**src/rtl/lfsr_stream_cipher.sv**
```systemverilog
// LFSR stream cipher engine: byte-stream encrypt/decrypt with a Fibonacci LFSR keystream and
// seed recovery from a known preamble. Optional parity protection on bit DW-1 via `PARITY_EN.
module lfsr_stream_cipher #(
    parameter int              W        = 7,
    parameter int              DW       = 8,
    parameter logic [DW-1:0]   OFFSET   = 8'h20,
    parameter logic [DW-1:0]   PRE_CHAR = 8'h20,
    parameter int              MAX_LEN  = 64,
    parameter int              CLW      = $clog2(MAX_LEN + 1)
) (
    input  logic           clk,
    input  logic           rst_n,
    input  logic           cfg_load,
    input  logic           cfg_mode,
    input  logic           cfg_recover,
    input  logic [W-1:0]   cfg_taps,
    input  logic [W-1:0]   cfg_seed,
    input  logic [CLW-1:0] cfg_len,
    input  logic           in_valid,
    output logic           in_ready,
    input  logic [DW-1:0]  in_data,
    output logic           out_valid,
    input  logic           out_ready,
    output logic [DW-1:0]  out_data,
    output logic           busy,
    output logic           done,
    output logic           seed_err,
    output logic           parity_err
);

    typedef enum logic {IDLE, RUN} state_t;

    localparam logic [DW-1:0] PRE_MINUS = PRE_CHAR - OFFSET;

    state_t         state, state_next;
    logic [W-1:0]   lfsr, taps_r;
    logic           mode_r, recover_r;
    logic [CLW-1:0] len_r, count, fed;

    logic           in_acc, out_acc, last;
    logic           rec_now, rec_zero;
    logic [W-1:0]   s_cur, s_rec, lfsr_step;
    logic [DW-1:0]  data_m, s_ext, result;
`ifdef PARITY_EN
    logic           par_bad;
    logic           parity_q;
`endif

    assign busy     = (state == RUN);
    assign in_ready = (state == RUN) && (!out_valid || out_ready) && (fed < len_r);
    assign in_acc   = in_valid && in_ready;
    assign out_acc  = out_valid && out_ready;
    assign last     = (count == len_r - CLW'(1));
    assign done     = (state == RUN) && out_acc && last;

    always_comb begin
        state_next = state;
        case (state)
            IDLE: if (cfg_load) state_next = RUN;
            RUN:  if (out_acc && last) state_next = IDLE;
            default: state_next = IDLE;
        endcase
    end

    always_ff @(posedge clk or negedge rst_n) begin
        if (!rst_n) state <= IDLE;
        else        state <= state_next;
    end

    // Keystream word for the current byte; recovery substitutes the seed implied by the preamble.
    always_comb begin
        data_m = in_data;
`ifdef PARITY_EN
        par_bad = mode_r && (in_data[DW-1] != ^in_data[DW-2:0]);
        if (mode_r) data_m[DW-1] = 1'b0;
`endif
        rec_now  = mode_r && recover_r && (fed == '0);
        s_rec    = data_m[W-1:0] ^ PRE_MINUS[W-1:0];
        rec_zero = rec_now && (s_rec == '0);
        s_cur    = lfsr;
        if (rec_now) s_cur = (s_rec == '0) ? W'(1) : s_rec;
        s_ext     = {{(DW-W){1'b0}}, s_cur};
        lfsr_step = {s_cur[W-2:0], ^(s_cur & taps_r)};
        if (rec_now)     result = PRE_CHAR;
        else if (mode_r) result = (data_m ^ s_ext) + OFFSET;
        else             result = (data_m - OFFSET) ^ s_ext;
`ifdef PARITY_EN
        if (!mode_r) result[DW-1] = ^result[DW-2:0];
`endif
    end

    always_ff @(posedge clk or negedge rst_n) begin
        if (!rst_n) begin
            lfsr      <= W'(1);
            taps_r    <= '0;
            mode_r    <= 1'b0;
            recover_r <= 1'b0;
            len_r     <= CLW'(1);
            count     <= '0;
            fed       <= '0;
            out_valid <= 1'b0;
            out_data  <= '0;
            seed_err  <= 1'b0;
        end else if (state == IDLE && cfg_load) begin
            taps_r    <= cfg_taps;
            mode_r    <= cfg_mode;
            recover_r <= cfg_recover;
            len_r     <= (cfg_len == '0) ? CLW'(1) : cfg_len;
            lfsr      <= (cfg_seed == '0) ? W'(1) : cfg_seed;
            seed_err  <= (cfg_seed == '0);
            count     <= '0;
            fed       <= '0;
        end else begin
            if (out_acc) begin
                out_valid <= 1'b0;
                count     <= count + CLW'(1);
            end
            if (in_acc) begin
                out_valid <= 1'b1;
                out_data  <= result;
                lfsr      <= lfsr_step;
                fed       <= fed + CLW'(1);
                if (rec_zero) seed_err <= 1'b1;
            end
        end
    end

`ifdef PARITY_EN
    always_ff @(posedge clk or negedge rst_n) begin
        if (!rst_n)                         parity_q <= 1'b0;
        else if (state == IDLE && cfg_load) parity_q <= 1'b0;
        else if (in_acc && par_bad)         parity_q <= 1'b1;
    end
    assign parity_err = parity_q;
`else
    assign parity_err = 1'b0;
`endif

endmodule

```
**config.mk**
```make
export PLATFORM = sky130hd
export DESIGN_NAME = lfsr_stream_cipher
export DESIGN_NICKNAME = d
export VERILOG_FILES = /design/src/rtl/lfsr_stream_cipher.sv
export SDC_FILE = /design/constraint.sdc
export NUM_CORES = 1
export LEC_CHECK = 0
export BUFFER_PORTS_ARGS = -buffer_cell sky130_fd_sc_hd__buf_2
export CORE_UTILIZATION = 32
export CTS_CLUSTER_DIAMETER = 40
export CTS_CLUSTER_SIZE = 30
export DETAILED_ROUTE_END_ITERATION = 12
export PLACE_DENSITY = 0.51
export SLEW_MARGIN = 20
export SYNTH_ARGS = -nofsm -noshare
export SYNTH_HDL_FRONTEND = slang
export SYNTH_SLANG_ARGS = --single-unit
```
**constraint.sdc**
```tcl
create_clock -name clk -period 2.5 [get_ports clk]
set_input_delay 0.375 -clock clk [delete_from_list [all_inputs] [get_ports clk]]
set_output_delay 0.375 -clock clk [all_outputs]
set_load 0.02 [all_outputs]
```
Word-level counts from Yosys, hierarchy flattened

Index checks and enable logic that the tools add are counted.

Flip-flop bits (word level): 48
Bits in latches: 0
Memory bits (writable): 0
Bits in read-only memories: 0
Input port bits: 36
Output and inout bits: 14
Word-level logic and storage cells: 68
Memories: 0

Add/sub/neg operators: 5
$mul: 0
Div/mod/pow operators: 0
Order comparisons: 1
Equality and inequality tests: 1
Shift-type cells: 0
Muxes and demuxes: 20
Bitwise gates (word level): 5
Reductions and logical operators: 25

Operators by type and width:

| cell                | count |
|---|---|
| $mux 7              | 10 |
| $logic_not 7->1     | 4 |
| $mux 8              | 2 |
| $xor 8x7->8         | 2 |
| $add 7x1->7 const B | 2 |
| $logic_and 1x1->1   | 11 |
| $add 8x6->8 const B | 1 |
| $reduce_bool 2->1   | 4 |
| $sub 8x6->8 const B | 1 |
| $and 7x7->7         | 1 |
| $eq 7x7->1          | 1 |
| $lt 7x7->1          | 1 |
| $mux 1              | 7 |
| $reduce_xor 7->1    | 1 |
| $sub 7x1->7 const B | 1 |
| $reduce_and 2->1    | 3 |
| $not 1->1           | 2 |
| $pmux 1 s2          | 1 |
| $logic_not 1->1     | 1 |
| $logic_or 1x1->1    | 1 |

Logic depth before layout (Yosys ltp)

Gate-level depths: netlist (run 1).

Depth in word-level cells: 7
Mapped depth: 11
Mapped depth without buffers: 9

Worst setup path before layout (run 1)

Ideal clock, no wire load.

Path kind: reg-to-reg
Start: register fed[0]
End: register out_data[7]
Setup time: 95 ps
Arrival time: 2,150 ps
Required time: 2,405 ps
Setup slack: 254 ps
Stages on the path, launching flop included: 12
Buffers on the path: 2
Period minus slack after synthesis: 2,246 ps
Cell sequence: dfrtp_1 inv_1 ha_1 or4b_1 nor4_2 buf_6 buf_4 nor2_1 ha_1 mux2i_1 xor2_1 o31ai_1

Word-level cells in the longest chain between the ends: 7
Elaborated cells on any way between the ends: 11
Classes of those cells: add/sub (1); order compare (1); mux (3); bitwise (1); reduce/logical (5)

RTL lines:

| element                  | line | source |
|---|---|---|
| start: declaration       | 38   | `logic [CLW-1:0] len_r, count, fed;` |
| start signal: assignment | 122  | `fed <= fed + CLW'(1);` |
| $logic_not 7->1          | 77   | `rec_now = mode_r && recover_r && (fed == '0);` |
| $logic_and 1x1->1        | 77   |  |
| $mux 7                   | 81   | `if (rec_now) s_cur = (s_rec == '0) ? W'(1) : s_rec;` |
| $xor 8x7->8              | 85   | `else if (mode_r) result = (data_m ^ s_ext) + OFFSET;` |
| $add 8x6->8              | 85   |  |
| $mux 8                   | 85   |  |
| $mux 8                   | 84   | `if (rec_now) result = PRE_CHAR;` |
| end signal: assignment   | 120  | `out_data <= result;` |
| end: declaration         | 24   | `output logic [DW-1:0] out_data,` |

Parallel ways exist; a longest one is shown, timed or not.
A chain may end at the register's enable or synchronous reset.

Final worst setup path (run 1)

Start: register fed[1]
End: register out_data[7]

The elaborated chain is that of the path after synthesis.

==> results of run 1 <==
[power by group]
| part | switching [mW] | internal, mW |
|---|---|---|
| registers | 0.327 | 1.12 |
| logic | 0.973 | 0.874 |
| clock network | 0.269 | 0.297 |
| total | 1.57 | 2.29 |
[synthesized netlist by cell type, drive strengths merged (6+ instances only)]
cell type	number	share of area (%)
ha	12	5.3
o21ai	15	2.7
buf	6	1.9
inv	16	2.1
nor3	7	1.2
a21oi	7	1.2
nor2	28	3.7
xnor2	24	7.4
dfrtp	46	41
nand2	64	8.5
xor2	9	2.8
o31ai	8	2.1
clkbuf	8	1.1
a221o	6	2.1
nand3	6	1.1
mux2i	8	2.8
[layer usage]
| metal | vias to the layer above | track usage (%) | routed length (µm) |
|---|---|---|---|
| li1 | 1162 | - | - |
| met1 | 1095 | 21.5 | 3360 |
| met2 | 36 | 26.5 | 3170 |
| met3 | 5 | 2.69 | 195 |
| met4 | 0 | 4.48 | 59 |
| met5 | - | 0 | 0 |
[placed cells by master (no fill, tap or decap), types with 3 or more instances in the layout]
cell type   n
a21oi_1     7
buf_4      15
nand4_1     4
nand3_1     6
nand2_1    64
a211oi_2    3
xnor2_1    24
nor2_1     28
dfrtp_1    46
clkbuf_8    5
buf_2      47
o21ai_0    14
inv_1      15
nor3_1      7
a221o_1     6
mux2i_1     8
ha_1       11
xor2_1      9
o31ai_1     7
[metrics by stage]
stage / power, mW / setup slack, ns / hold WS (ns) / instance area (µm²)
2_1_floorplan: 2.74 / 0.254 / 0.0794 / 2830
3_3_place_gp: 3.23 / 0.179 / 0.461 / 3210
3_5_place_dp: 3.26 / 0.100 / 0.466 / 3210
4_1_cts: 3.85 / 0.0607 / 0.197 / 3320
5_1_grt: 4.20 / -0.0628 / 0.239 / 3370
6_report: 3.86 / 0.0672 / 0.164 / 3370
[how the worst max path moves through the flow]
stage	depth (start not counted)	end	startpoint	slack [ns]
after floorplan	11	out_data[7]	fed[0]	0.25
final	10	out_data[7]	fed[1]	0.07
after CTS	7	done	len_r[0]	0.06
after global routing	10	out_data[7]	fed[1]	-0.06
after detailed placement	9	lfsr[0]	fed[1]	0.10
after global placement	9	lfsr[0]	fed[1]	0.18
[final cells by class]
class | count | area, µm²
Fill cell | 837 | 5020
Clock buffer | 6 | 72.6
Tap cell | 105 | 131
Timing Repair Buffer | 62 | 348
Inverter | 16 | 60.1
Sequential cell | 48 | 1200
Multi-Input combinational cell | 230 | 1520
Clock inverter | 2 | 35.0
[logic make-up (layout without fill, tap and decap cells)]
| logic type | after synthesis | count (layout) |
|---|---|---|
| buffers and inverters | 30 | 86 |
| flip-flops | 48 | 48 |
| AO/OA/AOI/OAI | 48 | 48 |
| XOR/XNOR | 35 | 35 |
| other | 1 | 1 |
| AND/OR/NAND/NOR | 126 | 126 |
| multiplexers | 8 | 8 |
| adder cells (fa/ha/maj) | 12 | 12 |
[sequential cells by signal, indices dropped and copies added, names as in the netlist]
signal     count
out_data       8
len_r          7
recover_r      1
taps_r         7
count          7
seed_err       1
busy           1
out_valid      1
fed            7
mode_r         1
lfsr           7
[worst max-delay path, delay by kind of cell (launching register included)]
kind                     cells  cell delay, ns
multiplexers                 1            0.16
AO/OA/AOI/OAI                1            0.08
AND/OR/NAND/NOR              3            0.83
buffers and inverters        2            0.26
XOR/XNOR                     1            0.23
adder cells (fa/ha/maj)      2            0.32
flip-flops                   1            0.43
[timing repair]
item / CTS / global route
hold buffers: 0 / 0
gates resized for setup: 1 / 5
buffers inserted: 0 / 4
pin swaps: 0 / 2
setup endpoints to repair: 1 / 3
==> run metrics, run 1 <==
FF-to-FF End=out_data[7]; fin crit period=2.43 ns; Starting Density=33.7%; Post-synth ARST share=100%; Worst-Margin Slew=0.645 ns; Clk pin slew, worst setup/hold paths=0.10 ns; synthesis-to-finish area growth=19.1%; slowest CP cell=or4b_4; row count=33; Slew Limit Fails=0; Clock Latency Late Sink=0.30 ns; initial DRC count=107; Reg2Reg Depth=10; xor/xnor share of the synthesized area=11.8%; Mapped Area=0.00283 mm²; r2r setup slk=0.07 ns; maximum VDD drop=0.422 mV; crit path DAT=2.63 ns; placed cell count=458; Mean Syn Cell Area=9.17 µm²; diode count=0; Routed Antenna Nets=0; Critical Path Source Type=register; io pins=50; placeable core area=0.00838 mm²; yosys warns=0; nets@finish=411; Finished Core Util=40.2%; Post-Synth Adder-Cell Area=5.31%; Syn Inst Count=308; Pre-antenna DRT Iters=4; WP data required=2.70 ns; Worst Setup End Kind=register; Slew headroom=57.0%; maximum clock path buffer count=2; Synth Net Count=356; Synth Area in Compound Gates=12.4%; #FFs+latches synth=48; first-pass GRT wire length=11200 µm; Via density=4.90; gpl congestion=0.798; per-cell routed wire length=14.5 µm; Tcrit/Tclk final=97.3%; initial antenna violation count=0; GR Overflow Total=0; root buffer cell=clkbuf_8; CP peak stage delay=0.47 ns; setup_tns=0 ns; Pwr Density=1150 mW/mm²; run status=complete, no violations; highest clock rate=411 MHz; Static Leak=1.55 nW; mux cell area share after synthesis=2.83%; share of cells above drive strength 1=22.5%; reported max-cap violation count=0; CTS tree=done; WS Path Type=register to register; WL final=6790 µm; sinks on the clock net=48; vias in the first global route=2264; largest family of logic cells by synthesized area=simple AND/OR/NAND/NOR gates; simple-gate share of the synthesized area=19.8%; Synth Flop Type=dfrtp_1; final hold violation count=0; CP cell instances=inv_1 > ha_1 > or4b_4 > nor4_4 > buf_4 > nor2_1 > ha_1 > mux2i_1 > xor2_1 > o31ai_2; hpwl dp=5100 µm; most used cell, CP=ha_1; register area share after synthesis=42.6%; worst min path class=primary input to async pin; total global-route track usage=16.0%; worst clock skew=0.00995 ns; die width=96.0 µm; number of port buffers=48; H-tree lvl count=2; Cell variety after synth=45; Die Height=96.0 µm; EDFF count, synth=0; drc violations=0; RSZ-0062 raised after global routing=yes; DIE AREA=0.00921 mm²; via count=2298; worst-path maximum fanout=4; Final setup viols=0; largest net degree at the start of global routing=49; cts bufs inserted=5; Post-Layout Cell Count=469; worst flop-to-flop path startpoint=fed[1]
(Power assumes the default switching activity.)
==> inputs of run 2 (changes only) <==
ABC_AREA = 1   (was default)
PLACE_DENSITY = 0.49   (was 0.51)
==> run metrics, run 2 <==
run status=complete, no violations; largest net degree at the start of global routing=24; Synth Net Count=453; fin crit period=2.41 ns; setup_tns=0 ns; WL final=7500 µm; simple-gate share of the synthesized area=30.1%; mux cell area share after synthesis=0%; number of port buffers=48; post-synth top area cell=dfrtp_1; DIE AREA=0.00968 mm²; Pre-antenna DRT Iters=6; drc violations=0; Hold EP=taps_r[5]; Via density=4.71; initial antenna violation count=0; row count=34; first-pass GRT wire length=13100 µm; share of cells above drive strength 1=19.1%; die width=98.4 µm; worst clock skew=0.00745 ns; root buffer cell=clkbuf_8; worst hold slack=0.258 ns; Final setup viols=0; cts bufs inserted=5; Static Leak=1.88 nW; crit path DAT=2.03 ns; Clk pin slew, worst setup/hold paths=0.10 ns; RSZ-0062 raised after global routing=yes; placeable core area=0.00885 mm²; FF-to-FF End=out_data[7]; sinks on the clock net=48; Largest register FFs=8; Routed Antenna Nets=0; reported max-cap violation count=0; highest clock rate=415 MHz; GR Overflow Total=0; maximum clock path buffer count=2; Synth Area in Compound Gates=11.9%; hpwl dp=5860 µm; Hold Path Depth=3; Post-synth ARST share=100%; WS Path Type=register to output pin; Worst Setup End Kind=output pin; synthesis-to-finish area growth=18.1%; Tcrit/Tclk final=96.3%; Clock Latency Late Sink=0.30 ns; commonest cells after routing, fill and taps aside=113 x nand2_1, 54 x inv_1, 47 x buf_2; hold path start=cfg_taps[5]; most common cell in the netlist=nand2_1; Critical Path Source Type=register; Slew Limit Fails=0; yosys warns=0; maximum VDD drop=0.405 mV; EDFF count, synth=0; final hold violation count=0; overall power=4.17 mW; Synth Flop Type=dfrtp_1; r2r setup slk=0.30 ns; Post-Synth Adder-Cell Area=5.05%; Mean Syn Cell Area=7.34 µm²; synth cell count leaders=113 x nand2_1, 55 x inv_1, 46 x dfrtp_1, 33 x nand3_1, 33 x nor2_1; vias in the first global route=2652; Top reg by flops=out_data; Synth top area share=38.7%; Pwr Density=1190 mW/mm²; WP data required=2.12 ns; worst min path class=primary input to register; register area share after synthesis=40.5%; H-tree lvl count=2; xor/xnor share of the synthesized area=3.24%; via count=2679; worst-path maximum fanout=4; worst flop-to-flop path startpoint=fed[0]; gpl congestion=0.837; Die Height=98.4 µm; Syn Inst Count=405; largest family of logic cells by synthesized area=simple AND/OR/NAND/NOR gates; Starting Density=33.6%; initial DRC count=72; diode count=0; total global-route track usage=17.0%; #FFs+latches synth=48; leading cell type in the layout, fill and taps excluded=nand2_1; nets@finish=508; io pins=50; per-cell routed wire length=13.2 µm; synth top area cells=dfrtp_1 39%, nand2_1 14%, inv_1 6.9%, nand3_1 5.6%, ha_1 5.0%; fill count=976; Reg2Reg Depth=13; Mapped Area=0.00297 mm²; Cell variety after synth=35; CTS tree=done
==> run 2: cell families (layout without fill, tap and decap cells) <==
kind of cell / Yosys count / count (layout)
and+or+nand+nor: 204 / 204
adders and majority gates: 12 / 12
DFF: 48 / 48
buffers and inverters: 70 / 126
AOI/OAI and AO/OA: 59 / 59
other: 1 / 1
xor gates and xnor gates: 11 / 11
==> run 2: area by class of cell <==
cell class / count / area, µm² / area share [%]
Multi-Input combinational cell: 287 / 1520 / 43.3
Sequential cell: 48 / 1200 / 34.3
Timing Repair Buffer: 57 / 317 / 9.01
Tap cell: 108 / 135 / 3.85
Inverter: 61 / 229 / 6.52
Clock buffer: 6 / 72.6 / 2.07
Clock inverter: 2 / 35.0 / 0.997
==> run 2: report_power, final <==
part           switching [mW]  internal (mW)  total [mW]  leakage (nW)
Combinational            1.30          0.827        2.13          1.24
Sequential              0.317           1.15        1.47         0.580
Clock                   0.278          0.298       0.576        0.0552
==> run 2: worst max-delay path by stage <==
stage / from / to / slack [ns] / depth (start not counted)
final: len_r[0] / done / 0.09 / 8
after global routing: len_r[0] / done / -0.06 / 8
after CTS: len_r[0] / done / 0.06 / 8
after detailed placement: fed[0] / out_data[7] / 0.31 / 13
after global placement: fed[0] / out_data[7] / 0.39 / 13
after floorplan: fed[0] / out_data[7] / 0.51 / 13
==> run 2: worst max-delay path, cell delays in order (launching register included) <==
cell and delay [ns]:
dfstp_2 0.58, inv_2 0.06, ha_4 0.17, xnor2_2 0.13, xor2_1 0.14, nor3_1 0.20
nand4_1 0.15, nor2_2 0.17, buf_6 0.13
==> run 2: layer usage <==
metal / global-route usage, % / routed length (µm) / share of wire [%]
met1: 24.5 / 3860 / 52
met2: 26.6 / 3370 / 45
met3: 2.58 / 199 / 2.7
met4: 4.13 / 65 / 0.87
met5: 0 / 0 / 0
==> run 2: through the flow <==
step / utilization [%] / instance area (µm²) / setup WS, ns / instances
finish: 39.7 / 3510 / 0.0916 / 569
global route: 39.7 / 3510 / -0.0572 / 569
CTS: 39.3 / 3480 / 0.0608 / 568
detailed placement: 38.0 / 3360 / 0.311 / 559
global placement: 38.0 / 3360 / 0.392 / 559
floorplan: - / 2970 / 0.515 / 405
==> run 2: timing repair <==
action | in CTS | in global routing
resized for setup | 0 | 7
buffers inserted | 0 | 1
hold buffers | 1 | 0
hold endpoints to repair | 10 | 0
endpoints found under the setup margin | 0 | 1
==> inputs of run 3 (changes only) <==
PLACE_DENSITY = 0.62   (was 0.49)
==> run metrics, run 3 (same netlist as run 2, synthesis figures left out) <==
Pre-antenna DRT Iters=6; Starting Density=33.6%; Clk pin slew, worst setup/hold paths=0.10 ns; placeable core area=0.00885 mm²; WP data required=2.12 ns; Post CTS Setup Buffer Count=0; largest net degree at the start of global routing=28; crit path DAT=1.96 ns; # hold bufs at CTS=1; per-cell routed wire length=12.9 µm; reported max-cap violation count=0; DIE AREA=0.00968 mm²; Post-Layout Cell Count=565; number of port buffers=48; io pins=50; CP bufs+invs=3; WL final=7300 µm; overall power=4.09 mW; die width=98.4 µm; Worst Setup End Kind=output pin; Worst-Margin Slew=0.799 ns; Pwr Density=1180 mW/mm²; worst clock skew=0.0153 ns; CTS tree=done; slowest CP cell=dfstp_2; root buffer cell=clkbuf_8; fin crit period=2.34 ns; Top reg by flops=out_data; final hold violation count=0; Largest register FFs=8; maximum VDD drop=0.316 mV; Tcrit/Tclk final=93.5%; initial antenna violation count=0; Slew headroom=46.4%; share of cells above drive strength 1=17.5%; first-pass GRT wire length=12800 µm; placed cell count=556; Via density=4.85; most used cell, CP=inv_1; GR Overflow Total=0; H-tree lvl count=2; Routed Antenna Nets=0; via count=2739; leading cell type in the layout, fill and taps excluded=nand2_1; worst-path maximum fanout=4; Die Height=98.4 µm; initial DRC count=203; vias in the first global route=2703; cts bufs inserted=5; commonest cells after routing, fill and taps aside=113 x nand2_1, 55 x inv_1, 48 x buf_2; Final setup viols=0; total global-route track usage=16.5%; Static Leak=1.86 nW; nets@finish=504; RSZ-0062 raised after global routing=no; worst min path class=primary input to register; hpwl dp=5610 µm; Clock Latency Late Sink=0.31 ns; sinks on the clock net=48; CP top delay family=flip-flops; diode count=0; WS Path Type=register to output pin; highest clock rate=428 MHz; Critical Path Source Type=register; run status=complete, no violations; CP cell instances=inv_1 > ha_1 > nand3_1 > xor2_1 > nand2_1 > o21ai_0 > inv_1 > nand4_1 > nor2_1 > buf_2; synthesis-to-finish area growth=16.2%; row count=34; maximum clock path buffer count=2; CP peak stage delay=0.56 ns; drc violations=0; Resized cells post-CTS=0; setup_tns=0 ns; Slew Limit Fails=0; gpl congestion=0.862
==> run 3: metrics by stage <==
step	setup WS, ns	hold WS [ns]	utilization, %	area (µm²)
2_1_floorplan	0.515	0.0794	-	2970
3_3_place_gp	0.387	0.304	37.7	3340
3_5_place_dp	0.306	0.302	37.7	3340
4_1_cts	0.142	0.255	39.0	3450
5_1_grt	0.00336	0.272	39.0	3450
6_report	0.161	0.260	39.0	3450
==> run 3: power breakdown <==
part           total (mW)  internal [mW]  switching, mW  leakage, nW
logic                2.06          0.774           1.29         1.22
registers            1.46           1.15          0.307        0.580
clock network       0.572          0.297          0.275       0.0552
==> run 3: path summary, 6_finish.rpt <==
kind                                to        start  depth (start not counted)  slack (ns)
min in group asynchronous      lfsr[4]        rst_n                          2        0.49
max reg2reg                out_data[7]       fed[0]                         13        0.30
min                          taps_r[3]  cfg_taps[3]                          3        0.26
max in group asynchronous      lfsr[0]        rst_n                          3        1.35
max                               done     len_r[0]                         10        0.16
min reg2reg                out_data[0]  out_data[0]                          2        0.48
==> run 3: layout make-up <==
| class | count | area, µm² |
|---|---|---|
| flip-flops and latches | 48 | 1200 |
| clock buffers | 6 | 72.6 |
| inverters | 61 | 229 |
| fillers | 914 | 5390 |
| multi-input cells | 287 | 1500 |
| repair buffers | 53 | 280 |
| well taps | 108 | 135 |
| clock inverters | 2 | 35.0 |
==> run 3: worst reg2reg max path: stages, from the launching register on <==
cell	delay [ns]
dfrtp_1	0.42
inv_1	0.11
ha_1	0.17
nand2_1	0.10
nor2_4	0.21
nand2_4	0.13
nand2_1	0.10
o21ai_2	0.08
xor2_1	0.15
ha_1	0.20
nand2_1	0.06
nand2_1	0.06
xnor2_1	0.12
o31ai_1	0.21
==> run 3: metal layers <==
metal  vias up  track usage, %  routed length, µm
met1      1259            22.2               3290
met4         0            6.77                148
met5         -               0                  0
li1       1395               -                  -
met3        13            2.86                483
met2        72            26.4               3370
